--- config.mk ---
export PLATFORM = sky130hd
export DESIGN_NAME = instruction_fetch
export DESIGN_NICKNAME = d
export VERILOG_FILES = /design/src/rtl/instruction_fetch.sv
export SDC_FILE = /design/constraint.sdc
export NUM_CORES = 1
export LEC_CHECK = 0
export CAP_MARGIN = 5
export CORE_ASPECT_RATIO = 0.75
export CORE_UTILIZATION = 55
export DETAILED_ROUTE_END_ITERATION = 8
export GPL_TIMING_DRIVEN = 0
export PLACE_DENSITY = 0.9
export SLEW_MARGIN = 20
export SYNTH_ARGS = -nofsm -noshare
export SYNTH_HDL_FRONTEND = slang
export SYNTH_SLANG_ARGS = --single-unit
--- constraint.sdc ---
create_clock -name Clock -period 7.6 [get_ports Clock]
set_input_delay 1.14 -clock Clock [delete_from_list [all_inputs] [get_ports Clock]]
set_output_delay 1.14 -clock Clock [all_outputs]
set_load 0.02 [all_outputs]
--- src/rtl/instruction_fetch.sv ---
// Fetch stage feeding the RV32I decoder: owns the PC, issues word reads over req/gnt/rvalid,
// buffers returned words with their PCs and discards stale responses after a redirect.
module instruction_fetch #(
    parameter int unsigned      dataW      = 32,
    parameter logic [dataW-1:0] RESET_PC   = '0,
    parameter int unsigned      FIFO_DEPTH = 2
) (
    input  logic             Clock,
    input  logic             nReset,
    output logic             ImemReq,
    output logic [dataW-1:0] ImemAddr,
    input  logic             ImemGnt,
    input  logic             ImemRValid,
    input  logic [dataW-1:0] ImemRData,
    output logic [dataW-1:0] rawIns,
    output logic [dataW-1:0] ProgAddr,
    output logic             InsValid,
    input  logic             InsReady,
    input  logic             Redirect,
    input  logic [dataW-1:0] BranchAddr,
    output logic             MisalignFault
);

    localparam int unsigned PW      = (FIFO_DEPTH > 1) ? $clog2(FIFO_DEPTH) : 1;
    localparam int unsigned CW      = PW + 1;
    localparam logic [CW:0] DEPTH_C = (CW + 1)'(FIFO_DEPTH);

    typedef enum logic {
        RUN,
        DRAIN
    } state_t;

    state_t state, state_next;

    logic [dataW-1:0] fetch_pc, fetch_pc_next;
    logic [CW-1:0]    in_flight, in_flight_next;
    logic [CW-1:0]    drop_count, drop_next;
    logic [CW-1:0]    count, count_next;

    logic [dataW-1:0] pcq [FIFO_DEPTH];
    logic [PW-1:0]    pcq_wr, pcq_rd;

    logic [dataW-1:0] buf_pc   [FIFO_DEPTH];
    logic [dataW-1:0] buf_data [FIFO_DEPTH];
    logic [PW-1:0]    buf_wr, buf_rd;

    logic grant, rsp, drop, push, pop;
    logic misalign;
    logic unused_bit;

    // Bit 0 of a jump target is discarded by definition (JALR)
    assign unused_bit = BranchAddr[0];

    assign ImemReq  = nReset && !Redirect &&
                      (({1'b0, in_flight} + {1'b0, count}) < DEPTH_C);
    assign ImemAddr = fetch_pc;

    // A response with nothing outstanding belongs to a transaction killed by reset
    assign grant = ImemReq && ImemGnt;
    assign rsp   = ImemRValid && (in_flight != '0);
    assign drop  = rsp && (state == DRAIN);
    assign push  = rsp && !drop && !Redirect;
    assign pop   = InsValid && InsReady;

    assign in_flight_next = in_flight + CW'(grant) - CW'(rsp);
    assign count_next     = count + CW'(push) - CW'(pop);
    assign fetch_pc_next  = Redirect ? {BranchAddr[dataW-1:2], 2'b00} :
                            grant    ? fetch_pc + dataW'(4) : fetch_pc;

    always_comb begin
        state_next = state;
        drop_next  = drop_count;
        unique case (state)
            RUN: begin
                if (Redirect && (in_flight_next != '0)) begin
                    state_next = DRAIN;
                    drop_next  = in_flight_next;
                end
            end
            DRAIN: begin
                // A redirect recounts everything still outstanding, including words already marked stale
                if (Redirect) begin
                    drop_next  = in_flight_next;
                    state_next = (in_flight_next != '0) ? DRAIN : RUN;
                end else if (drop) begin
                    drop_next = drop_count - CW'(1);
                    if (drop_count == CW'(1)) begin
                        state_next = RUN;
                    end
                end
            end
            default: begin
                state_next = RUN;
                drop_next  = '0;
            end
        endcase
    end

    always_ff @(posedge Clock or negedge nReset) begin
        if (!nReset) begin
            state      <= RUN;
            drop_count <= '0;
            in_flight  <= '0;
            fetch_pc   <= RESET_PC;
            misalign   <= 1'b0;
        end else begin
            state      <= state_next;
            drop_count <= drop_next;
            in_flight  <= in_flight_next;
            fetch_pc   <= fetch_pc_next;
            misalign   <= Redirect && BranchAddr[1];
        end
    end

    always_ff @(posedge Clock or negedge nReset) begin
        if (!nReset) begin
            pcq_wr <= '0;
            pcq_rd <= '0;
        end else begin
            if (grant) begin
                pcq_wr <= pcq_wr + PW'(1);
            end
            if (rsp) begin
                pcq_rd <= pcq_rd + PW'(1);
            end
        end
    end

    always_ff @(posedge Clock) begin
        if (grant) begin
            pcq[pcq_wr] <= fetch_pc;
        end
    end

    always_ff @(posedge Clock or negedge nReset) begin
        if (!nReset) begin
            buf_wr <= '0;
            buf_rd <= '0;
            count  <= '0;
            for (int unsigned i = 0; i < FIFO_DEPTH; i++) begin
                buf_pc[i]   <= '0;
                buf_data[i] <= '0;
            end
        end else if (Redirect) begin
            buf_wr <= '0;
            buf_rd <= '0;
            count  <= '0;
        end else begin
            if (push) begin
                buf_pc[buf_wr]   <= pcq[pcq_rd];
                buf_data[buf_wr] <= ImemRData;
                buf_wr           <= buf_wr + PW'(1);
            end
            if (pop) begin
                buf_rd <= buf_rd + PW'(1);
            end
            count <= count_next;
        end
    end

    assign InsValid      = (count != '0);
    assign rawIns        = buf_data[buf_rd];
    assign ProgAddr      = buf_pc[buf_rd];
    assign MisalignFault = misalign;

    a_capacity: assert property (@(posedge Clock) disable iff (!nReset)
        ({1'b0, in_flight} + {1'b0, count}) <= DEPTH_C);
    a_drop_bound: assert property (@(posedge Clock) disable iff (!nReset)
        drop_count <= in_flight);
    a_state_match: assert property (@(posedge Clock) disable iff (!nReset)
        (state == DRAIN) == (drop_count != '0));

endmodule

* Word level (Yosys, flattened, before mapping)
Memories as Yosys holds them, arrays and structs flattened.
Cells that the tools add are included.
** Operators by class
- Eq/ne operators :: 3
- Magnitude comparators :: 4
- Shift operators :: 0
- Reduce and logical (&&, ||, !) cells :: 21
- Muxes and demuxes :: 29
- Add/sub/neg operators :: 11
- Multipliers :: 0
- Div/mod/pow operators :: 0
- Bitwise logic cells :: 4
** Operators with widths (number)
- 32-bit two-way mux :: 9
- 64-bit bitwise mux :: 2
- 32-bit by 3-bit adder with 32-bit output, second input constant :: 1
- 32-bit demux with 1-bit select :: 1
- 2-bit nonzero test :: 6
- 1-bit logical AND :: 11
- 1-bit two-way mux :: 11
- 2-bit two-way mux :: 4
- 1-bit adder, second input constant :: 4
- 2-bit by 1-bit adder with 2-bit output :: 2
- 2-bit greater-or-equal comparator, second input constant :: 2
- 1-bit NOT with 2-bit output :: 2
- 2-bit one-hot mux with 2 select lines :: 1
- 2-bit AND reduction :: 2
- 2-bit by 1-bit subtractor with 2-bit output :: 2
- 2-bit by 2-bit adder with 3-bit output :: 1
- 3-bit by 2-bit < comparator with 1-bit output, second input constant :: 1
- 3-bit by 2-bit inequality test with 1-bit output, second input constant :: 1
- 2-bit by 1-bit equality test with 1-bit output, second input constant :: 1
- 1-bit logical NOT :: 2
- 2-bit by 1-bit < comparator with 1-bit output, second input constant :: 1
- 2-bit inequality test, second input constant :: 1
- 1-bit NOT :: 2
- 1-bit one-hot mux with 2 select lines :: 1
- 2-bit by 1-bit subtractor with 2-bit output, second input constant :: 1
** Storage, ports and cells
- Output and inout bits :: 99
- Bits of input ports :: 70
- Memories kept :: 1
- ROM bits :: 0
- Register bits after elaboration :: 172
- Word-level logic and storage cells :: 87
- Bits in latches :: 0
- Bits in writable memories :: 64
** Memory list
- pcq :: words 2, width 32, read ports 1, clocked after memory_dff 0, wr ports 1, RTL line 40 : logic [dataW-1:0] pcq [FIFO_DEPTH];

* Depth between registers and ports, before layout
Gate-level depths: netlist (run 1).
- Depth in word-level cells :: 10
- Mapped depth :: 12
- Gate-level depth less buffers :: 11

* Least setup slack after synthesis (run 1)
OpenSTA, ideal clock, no wires.
- Path type :: input to register
- From :: input port ImemGnt
- To :: memory pcq[0][10] (enable)
- Stages on the path :: 4
- Setup slack :: 4104 ps
- Required time :: 7183 ps
- Arrival :: 3079 ps
- Cell sequence :: nor4bb_1 > buf_2 > nand2_1 > nor2_1
** On the way
- Cells in the longest elaborated chain, start to end :: 3
** RTL lines
- from (decl) :: RTL line 12 : input logic ImemGnt,
- 1-bit logical AND :: RTL line 59 : assign grant = ImemReq && ImemGnt;
- 1-bit two-way mux :: RTL line 130 : if (grant) begin
- 1-bit two-way mux (implied by the code) :: RTL line 131 : pcq[pcq_wr] <= fetch_pc;
- to (decl) :: RTL line 40
No other way between the ends.

* Worst setup path after layout (run 1)
- From :: register buf_rd
- To :: output port ProgAddr[28]
** On the way
- Cells in the longest elaborated chain, start to end :: 4
** RTL lines
- from (decl) :: RTL line 45 : logic [PW-1:0] buf_wr, buf_rd;
- from (signal assigned) :: RTL line 155 : buf_rd <= buf_rd + PW'(1);
- 1-bit NOT with 2-bit output (implied by the code) :: RTL line 163 : assign ProgAddr = buf_pc[buf_rd];
- 32-bit two-way mux (implied by the code) (3 in series) :: RTL line 163
- to (decl) :: RTL line 16 : output logic [dataW-1:0] ProgAddr,
No other way between the ends. The select of a mux whose other input is x is not followed.

==> flow_metrics.py, run 1 <==
metrics = {
    "global_routing": {
        "gr-total-overflow": 0,
        "grt_max_degree": 100,
        "number_of_antenna_violations_at_the_first_check_in_global_routing": 0,
        "gr-usage-all-layers_pct": 26.2,
        "grt_pass1_vias": 6845,
        "grt_pass1_wl_um": 37300,
    },
    "placement": {
        "place.detailed.hpwl_um": 15800,
        "number_of_buffers_inserted_by_port_buffering": 162,
        "gp_routability_congestion": 0.838,
    },
    "die": {
        "die_height_um": 117,
        "core_footprint_mm2": 0.0171,
        "dieWidth_um": 156,
        "std_cell_rows": 41,
        "ios": 169,
        "initial_utilization_pct": 57.1,
        "die-area_mm2": 0.0183,
    },
    "power": {
        "irDropWorstVdd_mv": 0.214,
        "seqPwrFrac_pct": 39.3,
        "reported_net_switching_power_uw": 1570,
        "p_int_uw": 3130,
        "pwr-share-comb_pct": 39.0,
        "p_sw_share_pct": 33.4,
        "clockPowerShare_pct": 21.7,
        "p_per_area_mw_per_mm2": 379,
        "p_leak_uw": 0.00508,
    },
    "sta": {
        "finalHoldViolations": 0,
        "worst_clock_skew_ns": 0.0231,
        "fin_tns_setup_ns": 0,
        "report.final.setup_viol": 0,
        "worstMarginPinSlew_ns": 0.805,
        "fmaxAchievable_mhz": 255,
        "setup_repair_after_global_routing_missed_its_margin": "false",
        "report.final.slew_viol_count": 0,
        "period_needed_ns": 3.93,
        "maxSlewHeadroom_pct": 46.3,
        "period_share_pct": 51.7,
    },
    "worst_hold_path": {
        "worst_hold_path_type": "reg -> reg",
    },
    "detailed_routing": {
        "first_pass_iters": 5,
        "dr_total_vias": 6910,
        "number_of_remaining_drc_errors": 0,
        "detail_route.wl_per_cell_um": 19.4,
        "drt-initial-drc-count": 604,
        "avgViaCountPerCell": 5.75,
        "routed_wirelength_um": 23300,
        "antenna_violating_nets_remaining": 0,
    },
    "setup_path": {
        "critPathMaxFanout": 10,
        "setup.worst_path.class": "reg -> out",
        "endpoint_of_the_lowest_slack_register_to_register_path": "drop_count[0]$_DFFE_PN0P_",
        "worst_r2r_startpoint": "count[0]$_DFF_PN0_",
        "critical_path.endpoint": "ProgAddr[28]",
        "type_of_element_capturing_the_critical_path": "primary output",
        "critical_path_required_ns": 6.46,
        "r2r_cells": 12,
        "cp_data_arrival_time_ns": 2.79,
        "worst_setup_path_start_kind": "flop",
        "startpoint": "buf_rd$_DFFE_PN0P_",
        "reg2reg_slack_ns": 3.96,
    },
    "synth": {
        "yosys_warnings": 0,
        "combined_area_of_all_synthesized_cells_mm2": 0.00975,
        "ys_ff_latch": 226,
        "dominantRegCellSynth": "sky130_fd_sc_hd__dfrtp_1",
        "yosysUniqueCellTypes": 46,
        "synth_enable_flop_cells": 60,
        "synth_async_reset_ratio_pct": 73.5,
        "number_of_instances_in_the_synthesized_netlist": 760,
        "ys_seq_area_share_pct": 61.1,
        "syn_avg_cell_area_um2": 12.8,
    },
    "final_layout": {
        "insertedDiodeCount": 0,
        "utilization_after_layout_pct": 72.6,
        "synthToLayoutAreaGrowth_pct": 27.2,
        "layout-drive-gt1-share_pct": 17.9,
        "nets": 1027,
    },
    "clock_tree": {
        "clock_tree_from_tritoncts": "built",
        "clkTransAtPathRegs_ns": 0.07,
        "cts-root-to-sink-buffers": 3,
        "clock_tree.htree_level_count": 1,
        "post_cts.resized_instances": 0,
        "ctsRootBufferMaster": "sky130_fd_sc_hd__clkbuf_16",
        "cts.repair_timing.setup_buffer_count": 0,
        "cts-hold-fix-buffers": 0,
        "cts.sinks": 226,
        "clock_latency_ns": 0.51,
        "cts_buffers": 21,
    },
    "outcome": {
        "run_status": "finished, final reports clean",
    },
    "flow_run": {
        "cap_viol_max_count": 0,
    },
}
[sequential cells by signal, summed over array words and instances (netlist names), 2 cells and up]
| register | cells |
|---|---|
| ImemAddr | 30 |
| buf_data | 64 |
| buf_pc | 60 |
| count | 2 |
| drop_count | 2 |
| in_flight | 2 |
| pcq | 60 |
[through the flow]
stage	power [µW]	hold slack [ns]	setup slack, ns	cells	area (µm²)
finish	4700	0.478	3.67	1201	12400
global placement	3590	0.457	-2.84	1161	11700
global route	4930	0.502	3.57	1201	12400
CTS	4720	0.481	3.66	1201	12400
detailed placement	3670	0.468	3.30	1163	11700
floorplan	2910	0.446	4.10	763	9760
[layer usage]
layer	global-route usage, %	up-vias	routed length, µm
li1	-	3115	-
met1	39.8	3441	10600
met2	39.2	300	10600
met3	4.51	54	1530
met4	7.17	0	535
met5	0	-	0
[synth_stat cells (all sizes together), types with 3 or more instances]
library cell / n / area, µm²
a21oi: 31 / 155
a31oi: 14 / 87.6
and2: 5 / 31.3
and3: 5 / 31.3
buf: 19 / 101
clkbuf: 28 / 105
dfrtp: 166 / 4150
edfxtp: 60 / 1800
ha: 6 / 75.1
inv: 9 / 33.8
mux2: 127 / 1430
mux2i: 33 / 330
nand2: 60 / 225
nand3: 8 / 40.0
nand4: 12 / 81.3
nor2: 50 / 188
nor3: 4 / 20.0
nor4: 3 / 18.8
o21ai: 52 / 260
o31ai: 9 / 67.6
or3: 7 / 43.8
or4: 14 / 105
xnor2: 9 / 78.8
xor2: 8 / 70.1
[worst min path at each step]
stage,startpoint,to,cells past startpoint
after detailed placement,buf_pc[51]$_DFFE_PN0P_,buf_pc[51]$_DFFE_PN0P_,2
after global routing,buf_pc[51]$_DFFE_PN0P_,buf_pc[51]$_DFFE_PN0P_,2
after CTS,buf_pc[51]$_DFFE_PN0P_,buf_pc[51]$_DFFE_PN0P_,2
final,buf_pc[51]$_DFFE_PN0P_,buf_pc[51]$_DFFE_PN0P_,2
after floorplan,buf_pc[34]$_DFFE_PN0P_,buf_pc[34]$_DFFE_PN0P_,2
after global placement,buf_pc[51]$_DFFE_PN0P_,buf_pc[51]$_DFFE_PN0P_,2
[layout by cell type (no fill, tap or decap), types with 7 or more instances in the layout]
cell type,n
sky130_fd_sc_hd__inv_1,9
sky130_fd_sc_hd__xor2_1,8
sky130_fd_sc_hd__o21ai_0,51
sky130_fd_sc_hd__o31ai_1,9
sky130_fd_sc_hd__mux2_2,127
sky130_fd_sc_hd__clkbuf_1,33
sky130_fd_sc_hd__nand3_1,8
sky130_fd_sc_hd__or3_1,7
sky130_fd_sc_hd__clkbuf_16,21
sky130_fd_sc_hd__nand4_1,11
sky130_fd_sc_hd__buf_1,8
sky130_fd_sc_hd__a31oi_1,14
sky130_fd_sc_hd__a21oi_1,31
sky130_fd_sc_hd__dfrtp_1,166
sky130_fd_sc_hd__edfxtp_1,60
sky130_fd_sc_hd__clkdlybuf4s50_1,161
sky130_fd_sc_hd__xnor2_1,9
sky130_fd_sc_hd__or4_1,14
sky130_fd_sc_hd__nor2_1,49
sky130_fd_sc_hd__nand2_1,60
sky130_fd_sc_hd__mux2i_1,33
[worst max-delay path, stage by stage (launching register included)]
cell and delay [ns]:
sky130_fd_sc_hd__dfrtp_1 0.32, sky130_fd_sc_hd__clkbuf_1 0.38, sky130_fd_sc_hd__buf_1 0.60, sky130_fd_sc_hd__mux2_2 0.44, sky130_fd_sc_hd__clkdlybuf4s50_1 0.54
[final cells by class]
| class | instances | area (µm²) |
|---|---|---|
| plain buffers | 47 | 206 |
| clock buffers | 26 | 544 |
| clock inverters | 12 | 109 |
| fillers | 1148 | 4680 |
| inverters | 9 | 33.8 |
| multi-input cells | 481 | 3570 |
| flip-flops and latches | 226 | 5960 |
| well taps | 236 | 295 |
| repair buffers | 164 | 1680 |
[power groups by stage]
stage | sequential [µW] | clock (µW) | combinational (µW)
after floorplan | 1800 | 0 | 1110
after global placement | 1830 | 0 | 1760
after detailed placement | 1860 | 0 | 1810
after CTS | 1840 | 1030 | 1840
after global routing | 1890 | 1090 | 1950
final | 1850 | 1020 | 1830
[cells by family (layout without fill, tap and decap cells)]
group	Yosys count	in the layout	share of synthesized area, %
and+or+nand+nor	178	178	9.05
adders and majority gates	7	7	0.975
buffers and inverters	56	258	2.46
muxes	160	160	18.1
other	1	4	0.0385
DFF	226	226	61.1
xor gates and xnor gates	18	18	1.77
AOI/OAI and AO/OA	114	114	6.56
Power figures use the tool's default switching activity.
==> inputs of run 2 (changes only) <==
Settings changed: CORE_UTILIZATION 55 to 48, PLACE_DENSITY 0.9 to 0.83.
Clock period 7.6 ns to 3.3 ns, I/O delays scaled along.
==> run 2 against run 1 <==
Net effect:
- the run now ends with design-rule violations, negative hold slack left
- worst setup slack got worse by 3.5 ns
- first-iteration DRC count is 15% lower
- cell count increased by 1.9%
- utilization shrank 8.2 points
- clock skew shrank 0.0064 ns
- hold slack worse by 0.51 ns
- non-clock buffer count up 4
- critical endpoint is now drop_count[0]$_DFFE_PN0P_
==> flow_metrics.py, run 2 (synthesis gave the netlist of run 1 again) <==
metrics = {
    "die": {
        "dieWidth_um": 167,
        "die-area_mm2": 0.0209,
        "die_height_um": 125,
        "ios": 169,
        "core_footprint_mm2": 0.0196,
        "initial_utilization_pct": 49.7,
        "std_cell_rows": 44,
    },
    "final_layout": {
        "biggest_registers_after_layout": "buf_data (64), buf_pc (60), pcq (60)",
        "insertedDiodeCount": 0,
        "nets": 1032,
        "max_flop_register": "buf_data",
        "synthToLayoutAreaGrowth_pct": 29.4,
        "mostFrequentLayoutCell": "sky130_fd_sc_hd__dfrtp_1",
        "mostFrequentLayoutCells": "166 x sky130_fd_sc_hd__dfrtp_1, 161 x sky130_fd_sc_hd__clkdlybuf4s50_1, 127 x sky130_fd_sc_hd__mux2_2",
        "max_ffs_per_register": 64,
        "layout-drive-gt1-share_pct": 20.2,
    },
    "sta": {
        "setup_repair_after_global_routing_missed_its_margin": "false",
        "period_share_pct": 95.2,
        "fmaxAchievable_mhz": 318,
        "fin_tns_setup_ns": 0,
        "worst_clock_skew_ns": 0.0167,
        "report.final.slew_viol_count": 0,
        "finalHoldViolations": 16,
        "finalHoldWorstSlack_ns": -0.0333,
        "worstMarginPinSlew_ns": 0.760,
        "fin_ws_ns": 0.158,
        "period_needed_ns": 3.14,
        "report.final.setup_viol": 0,
        "maxSlewHeadroom_pct": 49.3,
    },
    "global_routing": {
        "gr-total-overflow": 0,
        "number_of_antenna_violations_at_the_first_check_in_global_routing": 0,
        "grt_max_degree": 89,
        "gr-usage-all-layers_pct": 23.6,
        "grt_pass1_vias": 7057,
        "grt_pass1_wl_um": 38700,
    },
    "detailed_routing": {
        "first_pass_iters": 7,
        "routed_wirelength_um": 24200,
        "avgViaCountPerCell": 5.66,
        "detail_route.wl_per_cell_um": 19.8,
        "antenna_violating_nets_remaining": 0,
        "drt-initial-drc-count": 515,
        "dr_total_vias": 6928,
        "number_of_remaining_drc_errors": 4,
    },
    "worst_hold_path": {
        "worst_hold_path_type": "in -> async",
    },
    "flow_run": {
        "cap_viol_max_count": 0,
    },
    "clock_tree": {
        "ctsRootBufferMaster": "sky130_fd_sc_hd__clkbuf_16",
        "cts_buffers": 22,
        "cts-hold-fix-buffers": 0,
        "clock_tree.htree_level_count": 1,
        "cts.sinks": 226,
        "cts-root-to-sink-buffers": 3,
        "clock_latency_ns": 0.50,
        "clkTransAtPathRegs_ns": 0.07,
        "clock_tree_from_tritoncts": "built",
    },
    "placement": {
        "place.detailed.hpwl_um": 16200,
        "post_place_setup_slack_ns": -0.252,
        "gp_routability_congestion": 0.825,
        "number_of_buffers_inserted_by_port_buffering": 162,
    },
    "setup_path": {
        "worstSetupPathDepth": 12,
        "setup.worst_path.class": "reg -> reg",
        "cp_num_buf_inv": 2,
        "r2r_cells": 12,
        "family_of_cells_with_the_greatest_summed_delay_on_the_critical_path": "adder cells",
        "critical_path.max_stage_delay_ns": 0.44,
        "reg2reg_slack_ns": 0.16,
        "path_common_cell": "sky130_fd_sc_hd__ha_1",
        "worst_path_max_delay_cell": "sky130_fd_sc_hd__fa_2",
        "critPathMaxFanout": 6,
        "endpoint_of_the_lowest_slack_register_to_register_path": "drop_count[0]$_DFFE_PN0P_",
        "critical_path.cell_chain": "and2_1 > fa_2 > nor4bb_2 > buf_4 > nand2_2 > ha_1 > inv_1 > ha_1 > xor3_2 > o21ai_2 > nand2_1 > mux2_2",
        "cp_data_arrival_time_ns": 3.53,
        "critical_path_required_ns": 3.69,
        "type_of_element_capturing_the_critical_path": "flop",
        "worst_setup_path_start_kind": "flop",
        "worst_r2r_startpoint": "count[0]$_DFF_PN0_",
    },
    "power": {
        "pwr-share-comb_pct": 37.7,
        "seqPwrFrac_pct": 37.8,
        "p_sw_share_pct": 32.2,
        "clockPowerShare_pct": 24.5,
        "p_int_uw": 7620,
        "irDropWorstVdd_mv": 0.419,
        "total_power_uw": 11200,
        "reported_net_switching_power_uw": 3630,
        "p_per_area_mw_per_mm2": 891,
        "p_leak_uw": 0.00520,
    },
    "outcome": {
        "violated_checks": "design-rule violations, negative hold slack",
        "run_status": "complete, but fails checks",
    },
}
run 2: cell type report:
class / count / area, µm²
fill: 1452 / 6980
sequential: 226 / 5960
multi-input combinational: 481 / 3590
timing repair buffer: 168 / 1700
clock buffer: 33 / 663
tap: 253 / 317
buffer: 47 / 216
clock inverter: 7 / 135
inverter: 9 / 33.8
run 2: worst max path at each step:
stage / startpoint / to / slack [ns]
after floorplan: count[0]$_DFF_PN0_ / drop_count[0]$_DFFE_PN0P_ / 0.22
after global placement: nReset / pcq[0][18]$_DFFE_PP_ / -5.97
after detailed placement: ImemGnt / drop_count[0]$_DFFE_PN0P_ / -0.25
after CTS: count[0]$_DFF_PN0_ / drop_count[0]$_DFFE_PN0P_ / 0.02
after global routing: count[0]$_DFF_PN0_ / drop_count[0]$_DFFE_PN0P_ / 0.01
final: count[0]$_DFF_PN0_ / drop_count[0]$_DFFE_PN0P_ / 0.16
run 2: worst register-to-register path: cells and delay by family (launching register included):
family | cells | cell delay, ns
AND/OR/NAND/NOR | 4 | 0.74
multiplexers | 1 | 0.28
flip-flops | 1 | 0.39
XOR/XNOR | 1 | 0.30
adder cells (fa/ha/maj) | 3 | 0.91
buffers and inverters | 2 | 0.27
AO/OA/AOI/OAI | 1 | 0.16
run 2: timing repair:
action | 4_1_cts | 5_1_grt
gates resized for setup | 9 | 4
endpoints found under the setup margin | 39 | 11
pin swaps | 0 | 1
setup buffers | 0 | 4
run 2: metal layers:
layer,global-route usage (%),vias up,part of all wire [%]
li1,-,3138,-
met1,34.3,3484,45
met2,37.4,269,47
met3,3.74,37,6.5
met4,5.34,0,1.7
met5,0,-,0
run 2: power by group through the flow:
stage          sequential (µW)  clock (µW)  combinational [µW]
2_1_floorplan             4160           0                2550
3_3_place_gp              4220           0                4080
3_5_place_dp              4280           0                4170
4_1_cts                   4240        2780                4230
5_1_grt                   4360        2910                4550
6_report                  4250        2750                4240
run 2: metrics by stage:
step | hold slack (ns) | std cells | utilization (%) | cell area [µm²]
after floorplan | 0.199 | 763 | - | 9760
after global routing | 0.0443 | 1224 | 64.4 | 12600
after detailed placement | 0.466 | 1180 | 60.0 | 11800
final | -0.0333 | 1224 | 64.4 | 12600
after CTS | 0.0294 | 1220 | 64.2 | 12600
after global placement | 0.458 | 1178 | 59.7 | 11700
